### src/rtl/reg_read_stage_if.sv
// Bundle of IF/ID, write-back and ID/EX signals around the register read stage.
//
// Signals:
//   if_id_valid/ir/type/pc  instruction presented by fetch
//   flush                   branch redirect, squashes the IF/ID instruction
//   wb_en/addr/data         register file write port from write-back
//   stall                   request to IF to hold PC and IF/ID
//   id_ex_*                 ID/EX pipeline register contents
//
// Modports:
//   slave   the register read stage
//   master  the surrounding pipeline (drives IF/ID and write-back)

interface reg_read_stage_if;
    logic        if_id_valid;
    logic [31:0] if_id_ir;
    logic [2:0]  if_id_type;
    logic [31:0] if_id_pc;
    logic        flush;
    logic        wb_en;
    logic [4:0]  wb_addr;
    logic [31:0] wb_data;
    logic        stall;
    logic        id_ex_valid;
    logic [2:0]  id_ex_type;
    logic [31:0] id_ex_ir;
    logic [31:0] id_ex_pc;
    logic [31:0] id_ex_a;
    logic [31:0] id_ex_b;
    logic [31:0] id_ex_imm;

    modport slave (
        input  if_id_valid, if_id_ir, if_id_type, if_id_pc, flush,
        input  wb_en, wb_addr, wb_data,
        output stall, id_ex_valid, id_ex_type, id_ex_ir, id_ex_pc,
        output id_ex_a, id_ex_b, id_ex_imm
    );

    modport master (
        output if_id_valid, if_id_ir, if_id_type, if_id_pc, flush,
        output wb_en, wb_addr, wb_data,
        input  stall, id_ex_valid, id_ex_type, id_ex_ir, id_ex_pc,
        input  id_ex_a, id_ex_b, id_ex_imm
    );
endinterface

### src/rtl/reg_read_stage.sv
// Decode-side register read stage: 32 x 32-bit register file, operand read for the
// IF/ID instruction, ID/EX pipeline register and load-use hazard detection.
//
// Ports:
//   clk    pipeline clock, rising edge
//   rst_n  asynchronous active-low reset
//   bus    reg_read_stage_if.slave (IF/ID in, write-back in, stall and ID/EX out)
//
// Configuration macro:
//   WB_BYPASS_EN  defined: a write-back to a register being read in the same cycle is
//                 forwarded to the operand. Undefined: the read sees the old value and
//                 the instruction is stalled one cycle instead.

module reg_read_stage (
    input  logic            clk,
    input  logic            rst_n,
    reg_read_stage_if.slave bus
);

    localparam logic [2:0] TyNop    = 3'd0;
    localparam logic [2:0] TyRrAlu  = 3'd1;
    localparam logic [2:0] TyRmAlu  = 3'd2;
    localparam logic [2:0] TyLoad   = 3'd3;
    localparam logic [2:0] TyStore  = 3'd4;
    localparam logic [2:0] TyBranch = 3'd5;

    logic [31:0] rf_q [32];

    logic        id_ex_valid_q;
    logic [2:0]  id_ex_type_q;
    logic [31:0] id_ex_ir_q, id_ex_pc_q, id_ex_a_q, id_ex_b_q, id_ex_imm_q;

    logic [4:0]  rs, rt, load_dest;
    logic [2:0]  dec_type;
    logic        uses_rs, uses_rt;
    logic [31:0] rd_a, rd_b;
    logic        hazard_lu, hazard_wb, hazard;

    assign rs        = bus.if_id_ir[25:21];
    assign rt        = bus.if_id_ir[20:16];
    assign load_dest = id_ex_ir_q[20:16];

    // Types 6 and 7 decode as nop.
    assign dec_type = (bus.if_id_type > TyBranch) ? TyNop : bus.if_id_type;

    always_comb begin
        uses_rs = 1'b0;
        uses_rt = 1'b0;
        case (dec_type)
            TyRrAlu, TyStore, TyBranch: begin
                uses_rs = 1'b1;
                uses_rt = 1'b1;
            end
            TyRmAlu, TyLoad: uses_rs = 1'b1;
            default: ;
        endcase
    end

    always_comb begin
        rd_a = (rs == 5'd0) ? 32'd0 : rf_q[rs];
        rd_b = (rt == 5'd0) ? 32'd0 : rf_q[rt];
`ifdef WB_BYPASS_EN
        if (bus.wb_en && bus.wb_addr != 5'd0 && bus.wb_addr == rs) rd_a = bus.wb_data;
        if (bus.wb_en && bus.wb_addr != 5'd0 && bus.wb_addr == rt) rd_b = bus.wb_data;
`endif
    end

    assign hazard_lu = id_ex_valid_q && (id_ex_type_q == TyLoad) && (load_dest != 5'd0) &&
                       bus.if_id_valid &&
                       ((uses_rs && rs == load_dest) || (uses_rt && rt == load_dest));

`ifdef WB_BYPASS_EN
    assign hazard_wb = 1'b0;
`else
    // Without forwarding, retry once so the read sees the freshly written value.
    assign hazard_wb = bus.wb_en && (bus.wb_addr != 5'd0) && bus.if_id_valid &&
                       ((uses_rs && rs == bus.wb_addr) || (uses_rt && rt == bus.wb_addr));
`endif

    assign hazard    = hazard_lu || hazard_wb;
    assign bus.stall = hazard && !bus.flush;

    // Entry 0 is never written, so it stays at its reset value of zero.
    always_ff @(posedge clk or negedge rst_n) begin
        if (!rst_n) begin
            for (int i = 0; i < 32; i++) rf_q[i] <= 32'd0;
        end else if (bus.wb_en && bus.wb_addr != 5'd0) begin
            rf_q[bus.wb_addr] <= bus.wb_data;
        end
    end

    always_ff @(posedge clk or negedge rst_n) begin
        if (!rst_n) begin
            id_ex_valid_q <= 1'b0;
            id_ex_type_q  <= 3'd0;
            id_ex_ir_q    <= 32'd0;
            id_ex_pc_q    <= 32'd0;
            id_ex_a_q     <= 32'd0;
            id_ex_b_q     <= 32'd0;
            id_ex_imm_q   <= 32'd0;
        end else if (bus.flush || hazard) begin
            id_ex_valid_q <= 1'b0;
            id_ex_type_q  <= 3'd0;
            id_ex_ir_q    <= 32'd0;
            id_ex_pc_q    <= 32'd0;
            id_ex_a_q     <= 32'd0;
            id_ex_b_q     <= 32'd0;
            id_ex_imm_q   <= 32'd0;
        end else begin
            id_ex_valid_q <= bus.if_id_valid;
            id_ex_type_q  <= dec_type;
            id_ex_ir_q    <= bus.if_id_ir;
            id_ex_pc_q    <= bus.if_id_pc;
            id_ex_a_q     <= rd_a;
            id_ex_b_q     <= rd_b;
            id_ex_imm_q   <= {{16{bus.if_id_ir[15]}}, bus.if_id_ir[15:0]};
        end
    end

    assign bus.id_ex_valid = id_ex_valid_q;
    assign bus.id_ex_type  = id_ex_type_q;
    assign bus.id_ex_ir    = id_ex_ir_q;
    assign bus.id_ex_pc    = id_ex_pc_q;
    assign bus.id_ex_a     = id_ex_a_q;
    assign bus.id_ex_b     = id_ex_b_q;
    assign bus.id_ex_imm   = id_ex_imm_q;

endmodule

### src/flat_wrapper.sv
// flat-port wrapper written by rule: the top's interface ports become plain ports
module reg_read_stage_flat 
  (clk, rst_n, bus_if_id_valid, bus_if_id_ir, bus_if_id_type, bus_if_id_pc, bus_flush, bus_wb_en, bus_wb_addr, bus_wb_data, bus_stall, bus_id_ex_valid, bus_id_ex_type, bus_id_ex_ir, bus_id_ex_pc, bus_id_ex_a, bus_id_ex_b, bus_id_ex_imm);
  reg_read_stage_if bus_i ();
  input  logic clk;
  input  logic rst_n;
  input wire logic [$bits(bus_i.if_id_valid)-1:0] bus_if_id_valid;
  input wire logic [$bits(bus_i.if_id_ir)-1:0] bus_if_id_ir;
  input wire logic [$bits(bus_i.if_id_type)-1:0] bus_if_id_type;
  input wire logic [$bits(bus_i.if_id_pc)-1:0] bus_if_id_pc;
  input wire logic [$bits(bus_i.flush)-1:0] bus_flush;
  input wire logic [$bits(bus_i.wb_en)-1:0] bus_wb_en;
  input wire logic [$bits(bus_i.wb_addr)-1:0] bus_wb_addr;
  input wire logic [$bits(bus_i.wb_data)-1:0] bus_wb_data;
  output wire logic [$bits(bus_i.stall)-1:0] bus_stall;
  output wire logic [$bits(bus_i.id_ex_valid)-1:0] bus_id_ex_valid;
  output wire logic [$bits(bus_i.id_ex_type)-1:0] bus_id_ex_type;
  output wire logic [$bits(bus_i.id_ex_ir)-1:0] bus_id_ex_ir;
  output wire logic [$bits(bus_i.id_ex_pc)-1:0] bus_id_ex_pc;
  output wire logic [$bits(bus_i.id_ex_a)-1:0] bus_id_ex_a;
  output wire logic [$bits(bus_i.id_ex_b)-1:0] bus_id_ex_b;
  output wire logic [$bits(bus_i.id_ex_imm)-1:0] bus_id_ex_imm;
  assign bus_i.if_id_valid = bus_if_id_valid;
  assign bus_i.if_id_ir = bus_if_id_ir;
  assign bus_i.if_id_type = bus_if_id_type;
  assign bus_i.if_id_pc = bus_if_id_pc;
  assign bus_i.flush = bus_flush;
  assign bus_i.wb_en = bus_wb_en;
  assign bus_i.wb_addr = bus_wb_addr;
  assign bus_i.wb_data = bus_wb_data;
  assign bus_stall = bus_i.stall;
  assign bus_id_ex_valid = bus_i.id_ex_valid;
  assign bus_id_ex_type = bus_i.id_ex_type;
  assign bus_id_ex_ir = bus_i.id_ex_ir;
  assign bus_id_ex_pc = bus_i.id_ex_pc;
  assign bus_id_ex_a = bus_i.id_ex_a;
  assign bus_id_ex_b = bus_i.id_ex_b;
  assign bus_id_ex_imm = bus_i.id_ex_imm;
  reg_read_stage u_core (.clk(clk), .rst_n(rst_n), .bus(bus_i));
endmodule
### config.mk
export PLATFORM = sky130hd
export DESIGN_NAME = reg_read_stage_flat
export DESIGN_NICKNAME = d
export VERILOG_FILES = /design/src/rtl/reg_read_stage_if.sv /design/src/rtl/reg_read_stage.sv /design/src/flat_wrapper.sv
export SDC_FILE = /design/constraint.sdc
export NUM_CORES = 2
export LEC_CHECK = 0
export ABC_CLOCK_PERIOD_IN_PS = 5110
export CORE_UTILIZATION = 65
export DETAILED_ROUTE_END_ITERATION = 16
export PLACE_DENSITY = 0.82
export SYNTH_ARGS = -nofsm -noshare
export SYNTH_HDL_FRONTEND = slang
export SYNTH_SLANG_ARGS = --single-unit
export TNS_END_PERCENT = 100
### constraint.sdc
create_clock -name clk -period 5.11 [get_ports clk]
set_input_delay 0.511 -clock clk [delete_from_list [all_inputs] [get_ports clk]]
set_output_delay 0.511 -clock clk [all_outputs]
set_load 0.01 [all_outputs]
After elaboration in Yosys (flattened, before gate mapping)
Index checks and enable logic that the tools add are counted.
{"block": "word_totals", "register_bits": 1188, "wordCells": 102, "out_inout_bits": 165}
{"block": "classes", "n_bitwise": 3, "eq_ne": 10, "reduce_logical": 24, "muxes": 21, "magnitude_cmp": 5}
{"op": "1024-bit bitwise mux", "count": 1}
{"op": "32-bit two-way mux", "count": 12}
{"op": "32-bit binary-select mux with 5-bit select", "count": 2}
{"op": "32-bit demux with 5-bit select", "count": 1}
{"op": "5-bit equality test", "count": 4}
{"op": "6-bit >= comparator, second input constant", "count": 3}
{"op": "5-bit NOT with 6-bit output", "count": 3}
{"op": "1-bit logical AND", "count": 13}
{"op": "5-bit zero test", "count": 2}
{"op": "5-bit nonzero test", "count": 2}
{"op": "3-bit by 2-bit equality test with 1-bit output, second input constant", "count": 3}
{"op": "3-bit equality test, second input constant", "count": 2}
{"op": "6-bit by 1-bit less-than comparator with 1-bit output, second input constant", "count": 1}
{"op": "3-bit two-way mux", "count": 2}
{"op": "5-bit OR reduction", "count": 1}
{"op": "1-bit logical OR", "count": 4}
{"op": "3-bit by 1-bit equality test with 1-bit output, second input constant", "count": 1}
{"op": "3-bit > comparator, second input constant", "count": 1}
{"op": "1-bit two-way mux", "count": 3}
{"op": "3-bit OR reduction", "count": 1}
{"op": "1-bit zero test", "count": 1}

Logic depth before layout (Yosys ltp)
{"block": "depth", "word_depth": 11, "ltp_mapped": 10, "mapped_depth_nobuf": 5}

Worst setup path before layout
OpenSTA, ideal clock, no wires.
{"block": "synth_timing", "kind": "input to output", "startpoint": "in bus_if_id_ir[22]", "endpoint": "out bus_stall", "path_buffers": 3, "path_stages": 8, "path_slack_ns": 2.616, "t_arrival_ns": 1.983, "path_cell_list": "buf_4 > buf_6 > buf_4 > xor2_1 > nor3_2 > nand3_1 > a221o_1 > a31oi_1"}
{"block": "synth_via", "elab_chain_cells": 6}
{"element": "start: declaration", "line_no": "flat_wrapper.sv:8", "text": "input wire logic [$bits(bus_i.if_id_ir)-1:0] bus_if_id_ir;"}
{"element": "5-bit equality test, on equally long branches", "line_no": "reg_read_stage.sv:70, reg_read_stage.sv:77"}
{"element": "1-bit logical AND, on equally long branches", "line_no": "reg_read_stage.sv:70, reg_read_stage.sv:77"}
{"element": "1-bit logical OR, on equally long branches", "line_no": "reg_read_stage.sv:70, reg_read_stage.sv:77"}
{"element": "1-bit logical AND, on equally long branches", "line_no": "reg_read_stage.sv:69, reg_read_stage.sv:76"}
{"element": "1-bit logical OR *", "line_no": "reg_read_stage.sv:80", "text": "assign hazard = hazard_lu || hazard_wb;"}
{"element": "1-bit logical AND *", "line_no": "reg_read_stage.sv:81", "text": "assign bus.stall = hazard && !bus.flush;"}
{"element": "end: declaration", "line_no": "flat_wrapper.sv:15", "text": "output wire logic [$bits(bus_i.stall)-1:0] bus_stall;"}
Every way passes the cells marked *; elsewhere a longest branch is shown, timed or not.

Final worst setup path
{"block": "layout_timing", "startpoint": "in bus_wb_addr[2]", "endpoint": "out bus_stall"}
{"block": "layout_via", "elab_chain_cells": 6}
{"element": "start: declaration", "line_no": "flat_wrapper.sv:13", "text": "input wire logic [$bits(bus_i.wb_addr)-1:0] bus_wb_addr;"}
{"element": "5-bit equality test / 5-bit nonzero test (equally long branches)", "line_no": "reg_read_stage.sv:77, reg_read_stage.sv:76"}
{"element": "1-bit logical AND, on equally long branches", "line_no": "reg_read_stage.sv:77, reg_read_stage.sv:76"}
{"element": "1-bit logical OR / 1-bit logical AND (equally long branches)", "line_no": "reg_read_stage.sv:77, reg_read_stage.sv:76"}
{"element": "1-bit logical AND *", "line_no": "reg_read_stage.sv:76", "text": "assign hazard_wb = bus.wb_en && (bus.wb_addr != 5'd0) && bus.if_id_valid &&"}
{"element": "1-bit logical OR *", "line_no": "reg_read_stage.sv:80"}
{"element": "1-bit logical AND *", "line_no": "reg_read_stage.sv:81"}
Marked as above.

==> impl_metrics.tcl <==
set metrics [dict create \
    pin_count 274 \
    vdd_ir_drop_max_mv 0.328 \
    synthFlopType "dfrtp_1" \
    root_buffer "clkbuf_16" \
    yosys_warnings 0 \
    synth_area_leader_cell "dfrtp_1" \
    finalPower_mw 25.9 \
    core_sq_um 90000 \
    async_flop_share_pct 100 \
    skew_ns 0.0253 \
    netlist_instances 3747 \
    fin_crit_sh_pct 77.5 \
    clkLatencyLatePin_ns 0.70 \
    worstPathMaxFanout 13 \
    switching_share_pct 26.1 \
    timing.fmax_ghz 0.253 \
    first_pass_iters 5 \
    synth_cell_types 40 \
    placed_area_sq_um 62100 \
    crit_type "in2out" \
    htreeDepth 3 \
    fin_nets 3875 \
    port-buffer-count 273 \
    yosysMostFrequentCell "dfrtp_1" \
    fin_util_pct 73.3 \
    tightest_slew_ns 1.25 \
    power.switching_mw 6.75 \
    synth-seq-cells 1156 \
    rsz0062_at_grt "no" \
    final_layout_size_suffix_gt1_share_pct 45.2 \
    final_cells 5040 \
    drtIter0Drc 4016 \
    startpoint_type "input pin" \
    syn_nets 3856 \
    cts_tree "yes" \
    grt_max_degree 151 \
    synth_edf_count 0 \
    setup_viol 0 \
    hpwlAfterDp_um 93700 \
    netlist_area_sq_um 59000 \
    nFillCells 5404 \
    required_ns 4.60 \
    path_clk_slew_ns 0.06 \
    power_frac_seq_pct 46.3 \
    yosys-top-cells-count "1156 x dfrtp_1, 842 x mux2_2, 576 x mux4_2, 188 x clkbuf_1, 150 x mux2_1" \
    final-hold-violation-count 0 \
    die_w_um 303 \
    grt_use_total_pct 36.3 \
    gp_congestion 0.819 \
    register_area_sq_um 28900 \
    antenna_found_initial 4 \
    area_growth_pct 11.8 \
    period_needed_ns 3.96 \
    comb_power_share_pct 19.6 \
    outcome "finished clean" \
    dieArea_sq_um 92000 \
    grt_pass1_wl_um 245000 \
    power.density_nw_per_um2 392 \
    synth_seq_area_share_pct 49.0 \
    p_int_mw 19.1 \
    min_path_type "in2reg" \
    dp.cells 4823 \
    via_per_inst 7.23 \
    wl_per_cell_um 32.1 \
    final-max-slew-violation-count 0 \
    initial_core_util_pct 65.6 \
    synth_top_area_share_pct 49.0 \
    maxCapViolations 0 \
    cp-end-kind "output pin" \
    drc_errors 0 \
    multiInputGateArea_sq_um 28000 \
    rows 110 \
    crit_arrival_ns 3.45 \
    ant_nets 0 \
    synth_area_leaders "dfrtp_1 49%, mux4_2 22%, mux2_2 16%" \
    gr-total-overflow 0 \
    wirelength_um 162000 \
    power_leakage_nw 28.6 \
    final_area_sq_um 66000 \
    fp.dieH_um 303 \
    tns_ns 0 \
    cts.path.max_buffers 3 \
    pwr-share-clk_pct 34.1 \
    relSlewSlack_pct 16.7 \
    numCtsBuffers 116 \
    routed-via-count 36400 \
    syn_avg_cell_area_sq_um 15.7 \
    grt_pass1_vias 39200 \
    cts-resized-gates 0 \
    cts_sinks 1156 \
]
==> stage by stage <==
step	setup slack (ns)	hold WS, ns
floorplan	2.62	0.215
global placement	1.27	0.376
detailed placement	1.26	0.384
CTS	1.15	0.196
global route	1.07	0.281
finish	1.15	0.237
==> routing by layer <==
metal / track usage (%) / part of all wire [%] / vias up
met1: 49.2 / 38 / 19700
li1: - / - / 14400
met4: 15.3 / 4.2 / 6
met3: 9.81 / 9.9 / 428
met5: 0 / 0.019 / -
met2: 56.4 / 48 / 1952
==> worst paths after layout <==
| kind | startpoint | endpoint | slack (ns) | depth (start not counted) |
|---|---|---|---|---|
| max | bus_wb_addr[2] | bus_stall | 1.15 | 7 |
| min | bus_if_id_ir[18] | u_core.bus.id_ex_ir[18]$_DFF_PN0_ | 0.24 | 3 |
| min reg2reg | u_core.rf_q[1001]$_DFFE_PN0P_ | u_core.rf_q[1001]$_DFFE_PN0P_ | 0.40 | 0 |
| max reg2reg | u_core.bus.id_ex_ir[17]$_DFF_PN0_ | u_core.bus.id_ex_b[18]$_DFF_PN0_ | 2.38 | 6 |
| max in group asynchronous | rst_n | u_core.rf_q[963]$_DFFE_PN0P_ | 3.22 | 3 |
| min in group asynchronous | rst_n | u_core.bus.id_ex_pc[0]$_DFF_PN0_ | 0.43 | 2 |
==> logic make-up (layout without fill, tap and decap cells) <==
kind of cell,Yosys count,in the layout,share of synthesized area [%]
simple gates,272,272,2.25
xor+xnor,20,20,0.297
compound gates,138,138,1.50
mux,1696,1696,43.1
buf+inv,465,580,3.84
other cells,0,2,0
flops,1156,1156,49.0
==> state kept, by name, indices dropped and copies added (netlist names) <==
| register | cells |
|---|---|
| u_core.bus.id_ex_type | 3 |
| u_core.bus.id_ex_valid | 1 |
| u_core.rf_q | 1024 |
| u_core.bus.id_ex_ir | 32 |
| u_core.bus.id_ex_pc | 32 |
| u_core.bus.id_ex_a | 32 |
| u_core.bus.id_ex_b | 32 |
==> critical path, stage by stage <==
cell and delay [ns]:
clkdlybuf4s50_1 0.66, xor2_1 0.27, nor3_1 0.45, nand3_1 0.19
a221o_1 0.36, a31oi_1 0.39, clkdlybuf4s50_1 0.63
==> timing repair <==
item,in CTS,in global routing
setup buffers,0,0
hold buffers,1,0
hold endpoints to repair,77,0
==> layout make-up <==
class,instances,area share [%]
multi-input cells,2126,42.4
well taps,1176,2.23
inverters,1,0.00569
flip-flops and latches,1156,43.8
diodes,2,0.00758
clock buffers,175,5.19
repair buffers,365,5.56
clock inverters,39,0.760
==> power by group through the flow <==
stage | Combinational, mW | Sequential (mW) | Clock (mW)
after CTS | 5.09 | 11.9 | 8.89
after global routing | 5.39 | 12.2 | 9.27
after global placement | 4.83 | 11.8 | 0
final | 5.07 | 12.0 | 8.81
after detailed placement | 5.05 | 12.1 | 0
after floorplan | 3.76 | 11.7 | 0
==> cell usage in the layout (no fill, tap or decap), types with 65 or more instances in the layout <==
master and instances:
buf_4 72, clkbuf_16 119, clkdlybuf4s50_1 262, dfrtp_1 1156, mux2_1 150, mux2_2 842
mux2i_1 128, mux4_2 576, nand3_1 69, nor2_1 73, o21ai_1 65
(Power assumes the default switching activity.)
